File: src/rtl/wm_pkg.sv
`default_nettype none
// ============================================================================
//  Module      : wm_pkg
//  Description : Shared washing-machine definitions: controller state codes,
//                phase-timer FSM encoding and a timed/untimed classifier.
//  Revision    : 1.0 - initial release
// ============================================================================
package wm_pkg;

    // Controller state codes; 6 and 7 are unused and behave as untimed
    localparam logic [2:0] ST_IDLE  = 3'd0;
    localparam logic [2:0] ST_READY = 3'd1;
    localparam logic [2:0] ST_SOAK  = 3'd2;
    localparam logic [2:0] ST_WASH  = 3'd3;
    localparam logic [2:0] ST_RINSE = 3'd4;
    localparam logic [2:0] ST_SPIN  = 3'd5;

    // Phase-timer FSM encoding
    typedef enum logic [1:0] {
        IDLE_T = 2'd0,
        COUNT  = 2'd1,
        DONE   = 2'd2
    } timer_state_t;

    // True for the phases that wait on a timeout from the timer
    function automatic logic is_timed(input logic [2:0] code);
        return (code == ST_SOAK) || (code == ST_WASH) ||
               (code == ST_RINSE) || (code == ST_SPIN);
    endfunction

endpackage : wm_pkg
`default_nettype wire

File: src/rtl/wm_tick_gen.sv
`default_nettype none
// ============================================================================
//  Module      : wm_tick_gen
//  Description : Free-running prescaler producing one tick every PRESCALE
//                clocks. 'clear' restarts the count so the next tick lands
//                exactly PRESCALE clocks after the clear is released.
//  Revision    : 1.0 - initial release
// ============================================================================
module wm_tick_gen #(
    parameter int PRESCALE = 1000
) (
    input  logic clock,
    input  logic reset_n,
    input  logic clear,
    output logic tick
);

    localparam int              DIV_W = (PRESCALE > 2) ? $clog2(PRESCALE) : 1;
    localparam logic [DIV_W-1:0] LAST = DIV_W'(PRESCALE - 1);
    localparam logic [DIV_W-1:0] STEP = DIV_W'(1);

    logic [DIV_W-1:0] div;

    // Clock divider: wraps at PRESCALE-1, forced to zero while cleared
    always_ff @(posedge clock or negedge reset_n) begin
        if (!reset_n) begin
            div <= '0;
        end else if (clear || (div == LAST)) begin
            div <= '0;
        end else begin
            div <= div + STEP;
        end
    end

    assign tick = (div == LAST);

endmodule : wm_tick_gen
`default_nettype wire

File: src/rtl/wm_phase_timer.sv
`default_nettype none
// ============================================================================
//  Module      : wm_phase_timer
//  Description : Phase-duration timer for the washing-machine controller.
//                Watches the controller state, loads a per-phase duration
//                scaled by the latched program level, and issues a one-cycle
//                sig_Time_Out pulse when the phase has elapsed.
//                Build option: WM_TIMER_PRESCALE_EN - when defined, one tick
//                is PRESCALE clocks (wm_tick_gen); otherwise one tick is one
//                clock and PRESCALE is ignored.
//  Revision    : 1.0 - initial release
// ============================================================================
module wm_phase_timer
    import wm_pkg::*;
#(
    parameter int SOAK_BASE  = 8,
    parameter int WASH_BASE  = 12,
    parameter int RINSE_BASE = 6,
    parameter int SPIN_BASE  = 10,
    parameter int CNT_W      = 16,
    parameter int PRESCALE   = 1000
) (
    input  logic             clock,
    input  logic             reset_n,
    input  logic [2:0]       state,
    input  logic [5:0]       program_sel,
    output logic             sig_Time_Out,
    output logic             busy,
    output logic [CNT_W-1:0] remaining
);

    // Durations are formed three bits wider than the counter so that
    // base * level (level <= 6) can be detected as overflowing and saturated.
    localparam int               PW       = CNT_W + 3;
    localparam logic [PW-1:0]    SOAK_W   = PW'(SOAK_BASE);
    localparam logic [PW-1:0]    WASH_W   = PW'(WASH_BASE);
    localparam logic [PW-1:0]    RINSE_W  = PW'(RINSE_BASE);
    localparam logic [PW-1:0]    SPIN_W   = PW'(SPIN_BASE);
    localparam logic [CNT_W-1:0] CNT_MAX  = '1;
    localparam logic [CNT_W-1:0] CNT_ONE  = CNT_W'(1);
    localparam logic [2:0]       LEVEL_1  = 3'd1;

    // One-hot program select to level 1..6; anything not exactly one-hot is level 1
    function automatic logic [2:0] decode_level(input logic [5:0] sel);
        logic [2:0] lvl;
        int         ones;
        lvl  = LEVEL_1;
        ones = 0;
        for (int k = 0; k < 6; k++) begin
            if (sel[k]) begin
                ones = ones + 1;
                lvl  = 3'(k + 1);
            end
        end
        return (ones == 1) ? lvl : LEVEL_1;
    endfunction

    // Phase base times level, saturated to the counter range, never zero
    function automatic logic [CNT_W-1:0] phase_duration(input logic [2:0] code,
                                                         input logic [2:0] lvl);
        logic [PW-1:0] base;
        logic [PW-1:0] prod;
        case (code)
            ST_SOAK:  base = SOAK_W;
            ST_WASH:  base = WASH_W;
            ST_RINSE: base = RINSE_W;
            ST_SPIN:  base = SPIN_W;
            default:  base = '0;
        endcase
        prod = base * {{CNT_W{1'b0}}, lvl};
        if (|prod[PW-1:CNT_W]) begin
            return CNT_MAX;
        end else if (prod == '0) begin
            return CNT_ONE;
        end else begin
            return prod[CNT_W-1:0];
        end
    endfunction

    timer_state_t     fsm;
    logic [2:0]       prev_state;
    logic [2:0]       level;
    logic [CNT_W-1:0] count;
    logic             pulse;
    logic             busy_r;

    logic             tick;
    logic             timed_now;
    logic             phase_change;
    logic             latch_level;
    logic [2:0]       level_eff;
    logic [CNT_W-1:0] load_value;

    assign timed_now    = is_timed(state);
    assign phase_change = timed_now && (state != prev_state);
    assign latch_level  = timed_now && (prev_state == ST_READY);

    // The level latched on READY->timed must already apply to that same load
    assign level_eff  = latch_level ? decode_level(program_sel) : level;
    assign load_value = phase_duration(state, level_eff);

`ifdef WM_TIMER_PRESCALE_EN
    logic clear_presc;

    // Restart the prescaler at every load and hold it idle outside COUNT
    assign clear_presc = (fsm != COUNT) || phase_change;

    wm_tick_gen #(
        .PRESCALE (PRESCALE)
    ) u_tick_gen (
        .clock   (clock),
        .reset_n (reset_n),
        .clear   (clear_presc),
        .tick    (tick)
    );
`else
    logic unused_prescale;

    assign unused_prescale = ^PRESCALE;
    assign tick            = 1'b1;
`endif

    // Previous controller state, used to detect phase entry
    always_ff @(posedge clock or negedge reset_n) begin
        if (!reset_n) begin
            prev_state <= ST_IDLE;
        end else begin
            prev_state <= state;
        end
    end

    // Program level: captured on READY->timed, dropped back to 1 in IDLE/READY
    always_ff @(posedge clock or negedge reset_n) begin
        if (!reset_n) begin
            level <= LEVEL_1;
        end else if (latch_level) begin
            level <= level_eff;
        end else if ((state == ST_IDLE) || (state == ST_READY)) begin
            level <= LEVEL_1;
        end
    end

    // Timer FSM with registered counter, busy flag and timeout pulse.
    // A phase change outranks expiry so a colliding edge reloads silently.
    always_ff @(posedge clock or negedge reset_n) begin
        if (!reset_n) begin
            fsm    <= IDLE_T;
            count  <= '0;
            pulse  <= 1'b0;
            busy_r <= 1'b0;
        end else begin
            pulse <= 1'b0;
            if (!timed_now) begin
                fsm    <= IDLE_T;
                count  <= '0;
                busy_r <= 1'b0;
            end else if (phase_change) begin
                fsm    <= COUNT;
                count  <= load_value;
                busy_r <= 1'b1;
            end else begin
                case (fsm)
                    COUNT: begin
                        if (tick) begin
                            if ((count == CNT_ONE) || (count == '0)) begin
                                fsm    <= DONE;
                                count  <= '0;
                                busy_r <= 1'b0;
                                pulse  <= 1'b1;
                            end else begin
                                count <= count - CNT_ONE;
                            end
                        end
                    end
                    DONE: begin
                        count  <= '0;
                        busy_r <= 1'b0;
                    end
                    default: begin
                        fsm    <= IDLE_T;
                        count  <= '0;
                        busy_r <= 1'b0;
                    end
                endcase
            end
        end
    end

    assign sig_Time_Out = pulse;
    assign busy         = busy_r;
    assign remaining    = count;

endmodule : wm_phase_timer
`default_nettype wire
File: config.mk
export PLATFORM = sky130hd
export DESIGN_NAME = wm_phase_timer
export DESIGN_NICKNAME = d
export VERILOG_FILES = /design/src/rtl/wm_pkg.sv /design/src/rtl/wm_tick_gen.sv /design/src/rtl/wm_phase_timer.sv
export SDC_FILE = /design/constraint.sdc
export NUM_CORES = 1
export LEC_CHECK = 0
export BUFFER_PORTS_ARGS = -buffer_cell sky130_fd_sc_hd__buf_2
export CORE_UTILIZATION = 40
export CTS_BUF_LIST = sky130_fd_sc_hd__clkbuf_8
export CTS_CLUSTER_SIZE = 8
export DETAILED_ROUTE_END_ITERATION = 8
export PLACE_DENSITY_LB_ADDON = 0.1
export SYNTH_ARGS = -nofsm -noshare
export SYNTH_HDL_FRONTEND = slang
export SYNTH_SLANG_ARGS = --single-unit
File: constraint.sdc
create_clock -name clock -period 3.7 [get_ports clock]
set_input_delay 0.185 -clock clock [delete_from_list [all_inputs] [get_ports clock]]
set_output_delay 0.185 -clock clock [all_outputs]
set_load 0.01 [all_outputs]
## Yosys cells after proc, flatten, opt, wreduce, memory -nomap -nowiden

Index checks and enable logic that the tools add are counted.

- Add/sub/neg operators: 6
- Multiply operators: 1
- Div/mod/pow operators: 0
- Order comparisons: 0
- Equality and inequality tests: 13
- Shift operators: 0
- Muxes and demuxes: 34
- Bitwise logic cells: 0
- Reduce and logical (&&, ||, !) cells: 13

Operator list:

| operator | count |
|---|---|
| $add A32 B2 Y32 const B | 5 |
| $mux W32 | 5 |
| $mux W16 | 6 |
| $eq A32 B2 Y1 const B | 1 |
| $mux W3 | 7 |
| $logic_not A19 Y1 | 1 |
| $mul A19 B3 Y19 | 1 |
| $eq A16 B1 Y1 const B | 1 |
| $logic_not A16 Y1 | 1 |
| $pmux W4 S4 | 1 |
| $sub A16 B1 Y16 const B | 1 |
| $mux W2 | 5 |
| $mux W1 | 9 |
| $eq A3 B1 Y1 const B | 2 |
| $eq A3 B2 Y1 const B | 2 |
| $eq A3 B3 Y1 const B | 2 |
| $logic_or A1 B1 Y1 | 5 |
| $ne A4 B4 Y1 const B | 1 |
| $pmux W2 S2 | 1 |
| $logic_not A3 Y1 | 1 |
| $ne A3 B3 Y1 | 1 |
| $ne A3 B3 Y1 const B | 1 |
| $reduce_or A3 Y1 | 1 |
| $eq A2 B1 Y1 const B | 1 |
| 4 further kinds | 5 |

- Register bits after elaboration: 26
- Bits in latches: 0
- Memory bits (writable): 0
- Memory bits (read-only): 0
- Input port bits: 11
- Output and inout bits: 18
- Memories: 0

## Depth between registers and ports, before layout

Gate-level depths: netlist of run 1.

- Word-level depth: 20
- Gate-level depth with buffers: 25
- Mapped depth without buffers: 25

## Worst setup path after synthesis of run 1

Ideal clock, no wire load.

- Path kind: input to register
- From: input program_sel[0]
- To: register count[0], in the netlist remaining[0]
- Setup time: 0.087 ns
- Arrival: 4.968 ns
- Data required time: 3.613 ns
- Path slack: -1.355 ns
- Cell stages on the path: 23
- Path buffers: 0
- Cell sequence: inv_1 -> ha_1 -> xor2_2 -> ha_1 -> nand2b_1 -> o21a_1 -> ha_1 -> mux2i_1 -> nor2_1 -> ha_1 -> or3b_1 -> a21oi_1 -> a211oi_1 -> o21ai_1 -> a32oi_1 -> nand2b_1 -> fa_1 -> inv_1 -> ha_1 -> fa_1 -> nor4_1 -> a31oi_1 -> a211oi_2

- Longest elaborated chain between the ends: 20
- Elaborated cells on any way between the ends: 21

Ends and longest elaborated chain:

| what | line | text |
|---|---|---|
| from (decl) | wm_phase_timer.sv:26 | `input logic [5:0] program_sel,` |
| $mux W1 (*) | wm_phase_timer.sv:50 | `if (sel[k]) begin` |
| $add A32 B2 Y32 | wm_phase_timer.sv:51 | `ones = ones + 1;` |
| $mux W32 (*) | wm_phase_timer.sv:50 |  |
| $add A32 B2 Y32 | wm_phase_timer.sv:51 |  |
| $mux W32 (*) | wm_phase_timer.sv:50 |  |
| $add A32 B2 Y32 | wm_phase_timer.sv:51 |  |
| $mux W32 (*) | wm_phase_timer.sv:50 |  |
| $add A32 B2 Y32 | wm_phase_timer.sv:51 |  |
| (+4 left out) | - |  |
| $mux W3 (*) | wm_phase_timer.sv:55 | `return (ones == 1) ? lvl : LEVEL_1;` |
| $mux W3 (*) | wm_phase_timer.sv:99 | `assign level_eff = latch_level ? decode_level(program_sel) : level;` |
| $mul A19 B3 Y19 (*) | wm_phase_timer.sv:70 | `prod = base * {{CNT_W{1'b0}}, lvl};` |
| $logic_not A19 Y1 | wm_phase_timer.sv:73 | `end else if (prod == '0) begin` |
| $mux W16 | wm_phase_timer.sv:73 |  |
| $mux W16 (*) | wm_phase_timer.sv:71 | `if (\|prod[PW-1:CNT_W]) begin` |
| $mux W16 (*) | wm_phase_timer.sv:157 | `end else if (phase_change) begin` |
| $mux W16 (*) | wm_phase_timer.sv:153 | `if (!timed_now) begin` |
| to (signal assigned) | wm_phase_timer.sv:159 | `count <= load_value;` |
| to (signal assigned) | wm_phase_timer.sv:171 | `count <= count - CNT_ONE;` |
| to (decl) | wm_phase_timer.sv:83 | `logic [CNT_W-1:0] count;` |

Every way passes the cells marked *; elsewhere a longest branch is shown, timed or not.
A chain may end at the register's enable or synchronous reset.

## Final worst setup path of run 1

- From: input program_sel[1]
- To: register count[0], in the netlist remaining[0]

- Longest elaborated chain between the ends: 18
- Elaborated cells on any way between the ends: 24

Ends and longest elaborated chain:

| what | line |
|---|---|
| $mux W32 | wm_phase_timer.sv:50 |
| $add A32 B2 Y32 | wm_phase_timer.sv:51 |
| $mux W32 | wm_phase_timer.sv:50 |
| $add A32 B2 Y32 | wm_phase_timer.sv:51 |
| $mux W32 | wm_phase_timer.sv:50 |
| $add A32 B2 Y32 | wm_phase_timer.sv:51 |
| $mux W32 | wm_phase_timer.sv:50 |
| $add A32 B2 Y32 | wm_phase_timer.sv:51 |
| (+2 left out) | - |
| $mux W3 (*) | wm_phase_timer.sv:55 |
| $mux W3 (*) | wm_phase_timer.sv:99 |
| $mul A19 B3 Y19 (*) | wm_phase_timer.sv:70 |
| $logic_not A19 Y1 | wm_phase_timer.sv:73 |
| $mux W16 | wm_phase_timer.sv:73 |
| $mux W16 (*) | wm_phase_timer.sv:71 |
| $mux W16 (*) | wm_phase_timer.sv:157 |
| $mux W16 (*) | wm_phase_timer.sv:153 |

Marked as above.

==> run metrics, run 1 <==
number of DRC markers after the initial detailed-route iteration=51; clock tree buffer depth=2; instance count of the mapped netlist=~220; Critical Path AT=4840 ps; Critical Path End Type=flop; Hold Path Cell Cnt=1; router iterations before antenna repair=6; number of logic stages on the critical path including buffering=24; unrepaired setup endpoints after global routing=yes; remaining routing DRC violations=2; largest net degree at the start of global routing=27; Setup Viol. Count Final=6; status=complete, but fails checks; Ys Warns=0; clock sink total=26; Synth Net Count=~240; Ports=29; Yosys top cell area share=about a third; unique cell type count in the Yosys netlist=50; hold path startpoint=state[0]; input/output buffers=28; clock root buffer=clkbuf_8; via count=~1700; final RePlAce weighted congestion=~0.81; EDFF count, synth=0; Clock Skew=between 6 and 7 ps; Hold WC Path Type=primary input to flop; share of flip-flops with an asynchronous set or reset after synthesis=between 90% and 100%; Syn Area/Cell=~9 µm²; violations in the final reports=design-rule violations, negative setup slack; aggregate negative setup slack=-3380 ps; net total in the final layout=approximately 300; Slew headroom=61.7%; CTS Buf Count=3; biggest area consumer among synthesized cells=dfrtp_1; P&R area growth vs syn=37.5%; peak fanout along the critical path=3; fill cell total of the finished layout=~450; worst path buffer plus inverter count=3; ratio of routed vias to standard cells=around 5.0; Synth Area in Simple Gates=between 20% and 30%; register area share after synthesis=about a third; detailed-route wire length per cell=roughly 13 µm; Antenna Violating Nets Remaining=0; Synth Flop Type=dfrtp_1; Max VDD drop=0.287 mV; compound-cell area share of the yosys netlist=between 10% and 20%; Cell Count, Final, Fillers Out=between 300 and 400; placed inst area=~2400 µm²; type of the setup path with the least slack=primary input to flop; total power per unit cell area=approximately 340 nW/µm²; Die Footprint=5190 µm²; global route overflow=0; initial cell density of the core=between 40% and 50%; Leak Pwr=~0.0013 µW; Core Box Area=approximately 4700 µm²; worst-case hold path end point=prev_state[0]$_DFF_PN0_; diodes inserted=0; Fmax=roughly 210 MHz; final worst path period need=around 4700 ps; multiplexer share of the synthesized area=less than 1%; Cell Count Post-Placement=329; H-tree depth reported by CTS=1; share of synthesized cell area in full adder, half adder and majority cells=9.70%; register-to-register path setup slack=about 190 ps; clock-pin slew on the worst setup and hold paths=approximately 80 ps; Max-Cap Viols=0; share of post-route cells with drive strength above 1=39.1%; critical path's most frequent cell=ha_4; std cell rows=25; start point of the critical path=program_sel[1]; Worst Setup Start Kind=primary input; DP Wirelength=around 3400 µm; worst-case setup slack after placement=-1430 ps; terminus of the critical flop-to-flop path=remaining[0]$_DFF_PN0_; area of all placed cells without fillers=2700 µm²; slowest library cell on the worst path=fa_1; final hold violations=0; transition at the pin with the smallest max-transition slack=roughly 570 ps; flip-flop and latch area=roughly 650 µm²; xor/xnor share of the synthesized area=a little under an eighth; Synth area leaders=dfrtp_1, ha_1, xnor2_1; Tcrit/Tclk final=126%; CP cell instances=buf_12 -> inv_8 -> ha_4 -> xor2_4 -> ha_4 -> nand2b_4 -> o21a_1 -> ha_1 -> mux2i_1 -> nor2_1 -> ha_1 -> or3b_1 -> a21oi_2 -> a211oi_2 -> o21ai_2 -> a32oi_2 -> nand2b_4 -> fa_1 -> inv_2 -> ha_4 -> fa_2 -> nor4_4 -> a31oi_1 -> a211oi_2; post-synthesis sequential element count=26; Final Routed Wirelength=approximately 4600 µm; Die Span Y=roughly 72 µm; global-route wire length before repair=between 7000 and 8000 µm; Worst Slack Setup Final=-959 ps; Max stage delay on crit path=550 ps; via count of the first global-routing pass=approximately 1600; dominant combinational cell family by area after synthesis=simple AND/OR/NAND/NOR gates; CP top delay family=adder cells; CTS tree=built; area of combinational cells with multiple inputs=1390 µm²; clock latency at the later pin of the worst-skew pair=270 ps; CP required=~3900 ps; cell depth of the worst flop-to-flop path=11; Cell Area, Synth=1960 µm²; Die Wd=between 70 and 80 µm; initial antenna violation count=0; max-slew violation total from the final report=0; Crit Reg-Reg Startpoint=prev_state[2]$_DFF_PN0_; global-route usage over all layers=between 10% and 20%
[cells in the mapped netlist, types with 2 or more instances]
cell	count
buf_4	2
nand2_1	19
nand3_1	3
nand2b_1	6
a32oi_1	2
and3_1	2
nor4_2	2
or2_1	2
nor3_2	3
o21a_1	2
o21ai_1	4
nor2b_1	5
fa_1	2
buf_6	2
nor3b_1	2
nor2_1	27
dfrtp_1	25
a211oi_1	2
nor3_1	6
xnor2_1	15
nor4_1	5
buf_2	2
inv_1	14
xor2_1	7
a21oi_1	9
ha_1	12
o21ai_0	8
a31oi_1	2
a21o_1	3
[kinds of logic (layout without fill, tap and decap cells)]
family	after synthesis	after routing
xor+xnor	24	24
flops	26	26
compound gates	41	41
simple gates	90	90
buf+inv	20	80
mux	1	1
fa+ha+maj	14	14
[placed cells by master (no fill, tap or decap), types with 6 or more instances in the layout]
cell,count
buf_4,30
nor2_1,26
buf_2,26
dfrtp_1,25
nand2_1,16
xnor2_1,15
inv_1,10
a21oi_1,7
ha_1,7
xor2_1,6
nor3_1,6
[power breakdown]
| part | total (µW) | internal [µW] | switching, µW |
|---|---|---|---|
| Sequential | 315 | 299 | 16.0 |
| Combinational | 373 | 180 | 192 |
| Clock | 231 | 145 | 86.2 |
| Total | 918 | 624 | 295 |
[per-layer routing]
layer  up-vias  wire length, µm  share of wire (%)  track usage (%)
met5         -                0                  0                0
met4         0               40               0.87             3.70
met3         4              114                2.5             3.33
met2        23             2260                 49             31.3
met1       808             2190                 48             25.7
li1        864                -                  -                -
[worst max path at each step]
stage | endpoint | slack, ps
4_1_cts | remaining[0]$_DFF_PN0_ | -940
5_1_grt | remaining[0]$_DFF_PN0_ | -1170
6_report | remaining[0]$_DFF_PN0_ | -960
2_1_floorplan | remaining[0]$_DFF_PN0_ | -1050
3_3_place_gp | remaining[0]$_DFF_PN0_ | -1350
3_5_place_dp | remaining[0]$_DFF_PN0_ | -1430
[metrics by stage]
stage          hold WS [ps]  power [µW]  util (%)
6_report               92.1         918      57.1
4_1_cts                92.0         908      55.6
3_3_place_gp            220         644      50.4
2_1_floorplan          -111         547         -
5_1_grt                83.9         984      57.1
3_5_place_dp            222         647      50.4
[sequential cells by signal, indices dropped and copies added (netlist names)]
name          flops
busy              1
sig_Time_Out      1
level             3
fsm               2
prev_state        3
remaining        16
[cell type report]
cell class                      count  area share (%)
Clock buffer                        3            1.53
Clock inverter                      1            1.11
Inverter                           14            2.51
Multi-Input combinational cell    170            51.5
Sequential cell                    26            24.2
Tap cell                           67            3.11
Timing Repair Buffer               62            16.1
[repair_timing]
| action | in CTS | in global routing |
|---|---|---|
| cloned | 0 | 0 |
| hold buffers | 1 | 0 |
| setup endpoints to repair | 6 | 6 |
| endpoints found under the hold margin | 25 | 0 |
| pin swaps | 18 | 15 |
| buffers inserted | 9 | 1 |
| resized for setup | 24 | 11 |
No activity file was read; power rests on OpenSTA's default activity.
==> inputs of run 2 (changes only) <==
==> constraint.sdc (replaced) <==
create_clock -name clock -period 3.7 [get_ports clock]
set_input_delay 0.74 -clock clock [delete_from_list [all_inputs] [get_ports clock]]
set_output_delay 0.74 -clock clock [all_outputs]
set_load 0.01 [all_outputs]
==> run 2 against run 1 <==
  * The run ends with negative setup slack left
  * Clock power fell by 33%
  * First-iteration DRC count shrank 49%
  * Combinational power grew 8.6%
  * Critical endpoint unchanged
==> run metrics, run 2 (same netlist as run 1, synthesis figures left out) <==
status=complete, but fails checks; violations in the final reports=negative setup slack; Slew headroom=58.0% (-3.7 points); final worst path period need=5190 ps (+532 ps); Clock Skew=1.18 ps (-5.40 ps); clock root buffer=clkbuf_8; H-tree depth reported by CTS=1 (unchanged); via count of the first global-routing pass=1713 (+3.9%); slowest library cell on the worst path=fa_1; final hold violations=0 (unchanged); Core Box Area=4720 µm² (unchanged); initial cell density of the core=41.5% (unchanged); global-route wire length before repair=7770 µm (+1.7%); clock latency at the later pin of the worst-skew pair=260 ps (about the same); worst path buffer plus inverter count=3 (unchanged); Worst Setup Start Kind=primary input; Die Wd=72.0 µm (unchanged); leading cell type in the layout, fill and taps excluded=buf_4; commonest cells after routing, fill and taps aside=buf_4, buf_2, nor2_1, dfrtp_1, nand2_1; detailed-route wire length per cell=13.4 µm (about the same); CTS Buf Count=3 (unchanged); type of the setup path with the least slack=primary input to flop; Final Routed Wirelength=4680 µm (+1.7%); clock-pin slew on the worst setup and hold paths=80 ps (about the same); Ports=29 (unchanged); Max-Cap Viols=0 (unchanged); Worst Slack Setup Final=-1490 ps (-532 ps); Critical Path End Type=flop; largest net degree at the start of global routing=27 (unchanged); Setup Viol. Count Final=8 (+2); router iterations before antenna repair=4 (-2); Cell Count Post-Placement=334 (+1.5%); Final Core Density=58.4% (+1.4 points); number of logic stages on the critical path including buffering=24 (unchanged); Max stage delay on crit path=550 ps (about the same); Critical Path AT=5370 ps (+530 ps); DP Wirelength=3390 µm (-1.1%); remaining routing DRC violations=0 (-2); Hold WC Path Type=primary input to asynchronous set/reset pin; Leak Pwr=0.00132 µW (+2.9%); number of DRC markers after the initial detailed-route iteration=26 (-49%); Antenna Violating Nets Remaining=0 (unchanged); max FFs per register=16 (unchanged); Tcrit/Tclk final=140% (+14 points); net total in the final layout=308 (+2.0%); P&R area growth vs syn=40.8%; CP top delay family=adder cells; initial antenna violation count=0 (unchanged); Cell Count, Final, Fillers Out=349 (+1.7%); CP cell instances=buf_12 -> inv_8 -> ha_4 -> xor2_4 -> ha_4 -> nand2b_4 -> o21a_1 -> ha_1 -> mux2i_1 -> nor2_1 -> ha_1 -> or3b_1 -> a21oi_2 -> a211oi_2 -> o21ai_2 -> a32oi_2 -> nand2b_4 -> fa_1 -> inv_2 -> ha_4 -> fa_2 -> nor4_2 -> a31oi_1 -> a211oi_2; fill cell total of the finished layout=419 (-6.1%); final RePlAce weighted congestion=0.773 (-4.8%); CP required=3880 ps (about the same); Die Footprint=5190 µm² (unchanged); CTS tree=built; overall power consumption=875 µW (-4.7%); max-slew violation total from the final report=0 (unchanged); unrepaired setup endpoints after global routing=yes; global route overflow=0 (unchanged); Max VDD drop=0.247 mV (-14%); peak fanout along the critical path=4 (+1); clock sink total=26 (unchanged); Die Span Y=72.0 µm (unchanged); critical path's most frequent cell=ha_4; transition at the pin with the smallest max-transition slack=630 ps (+55.7 ps); share of post-route cells with drive strength above 1=41.5% (+2.4 points); total power per unit cell area=317 nW/µm² (-6.9%); std cell rows=25 (unchanged); input/output buffers=28 (unchanged); ratio of routed vias to standard cells=5.01 (+1.1%); diodes inserted=0 (unchanged); cell depth of the worst flop-to-flop path=11 (unchanged); clock tree buffer depth=2 (unchanged); global-route usage over all layers=18.8% (+0.028 points); worst hold margin=462 ps (+370 ps); hold bufs inserted after CTS=0 (-1); via count=1747 (+2.8%); Fmax=193 MHz (-10%)
run 2: cell types whose count changed in the layout (fill, tap and decap cells not counted), moves of 2 or more:
cell | before | now
nand2_2 | 3 | 1
nand2_4 | 0 | 2
ha_4 | 5 | 7
inv_1 | 10 | 12
ha_1 | 7 | 5
buf_6 | 3 | 6
buf_4 | 30 | 34
run 2: what timing repair did:
| action | CTS | global route |
|---|---|---|
| endpoints found under the setup margin | 8 | 9 |
| pin swaps | 17 | 18 |
| cloned | 0 | 0 |
| buffers inserted | 6 | 6 |
| gates resized for setup | 19 | 25 |
run 2: through the flow:
step | setup WS (ps) | TNS, ps | cell area (µm²)
6_report | -1490 | -6980 | 2760
5_1_grt | -1720 | -8300 | 2760
4_1_cts | -1610 | -7260 | 2590
3_5_place_dp | -1950 | -10450 | 2420
3_3_place_gp | -1830 | -9610 | 2420
2_1_floorplan | -1600 | -6690 | 2030
run 2: worst register-to-register path, delay by kind of cell, from the launching register on:
kind / cells / cell delay [ps]
AO/OA/AOI/OAI: 3 / 440
adder cells (fa/ha/maj): 3 / 1170
flip-flops: 1 / 410
buffers and inverters: 1 / 50
AND/OR/NAND/NOR: 4 / 1310
run 2: layout make-up:
cell class	instances	area [µm²]	area share [%]
Sequential cell	26	652	23.6
Clock inverter	1	3.75	0.136
Clock buffer	3	41.3	1.50
Inverter	14	67.6	2.45
Tap cell	67	83.8	3.04
Multi-Input combinational cell	170	1420	51.6
Timing Repair Buffer	68	488	17.7
run 2: final timing paths:
check / start / to / slack, ps
min in group clock: fsm[1]$_DFFE_PN0P_ / sig_Time_Out$_DFF_PN0_ / 490
hold / removal: reset_n / remaining[11]$_DFF_PN0_ / 460
hold reg to reg: fsm[1]$_DFFE_PN0P_ / sig_Time_Out$_DFF_PN0_ / 490
max in group asynchronous: reset_n / remaining[8]$_DFF_PN0_ / 2860
setup / recovery: program_sel[1] / remaining[0]$_DFF_PN0_ / -1490
setup reg to reg: prev_state[2]$_DFF_PN0_ / remaining[0]$_DFF_PN0_ / 240
run 2: power breakdown:
part	internal (µW)	switching (µW)
sequential	299	15.6
clock	74.1	80.8
combinational	200	205
run 2: per-layer routing:
layer | part of all wire (%) | global-route usage [%] | vias to the layer above
met1 | 47 | 25.9 | 849
met4 | 0.17 | 2.18 | 0
met3 | 1.8 | 3.47 | 2
li1 | - | - | 876
met2 | 51 | 31.8 | 20
met5 | 0 | 0 | -
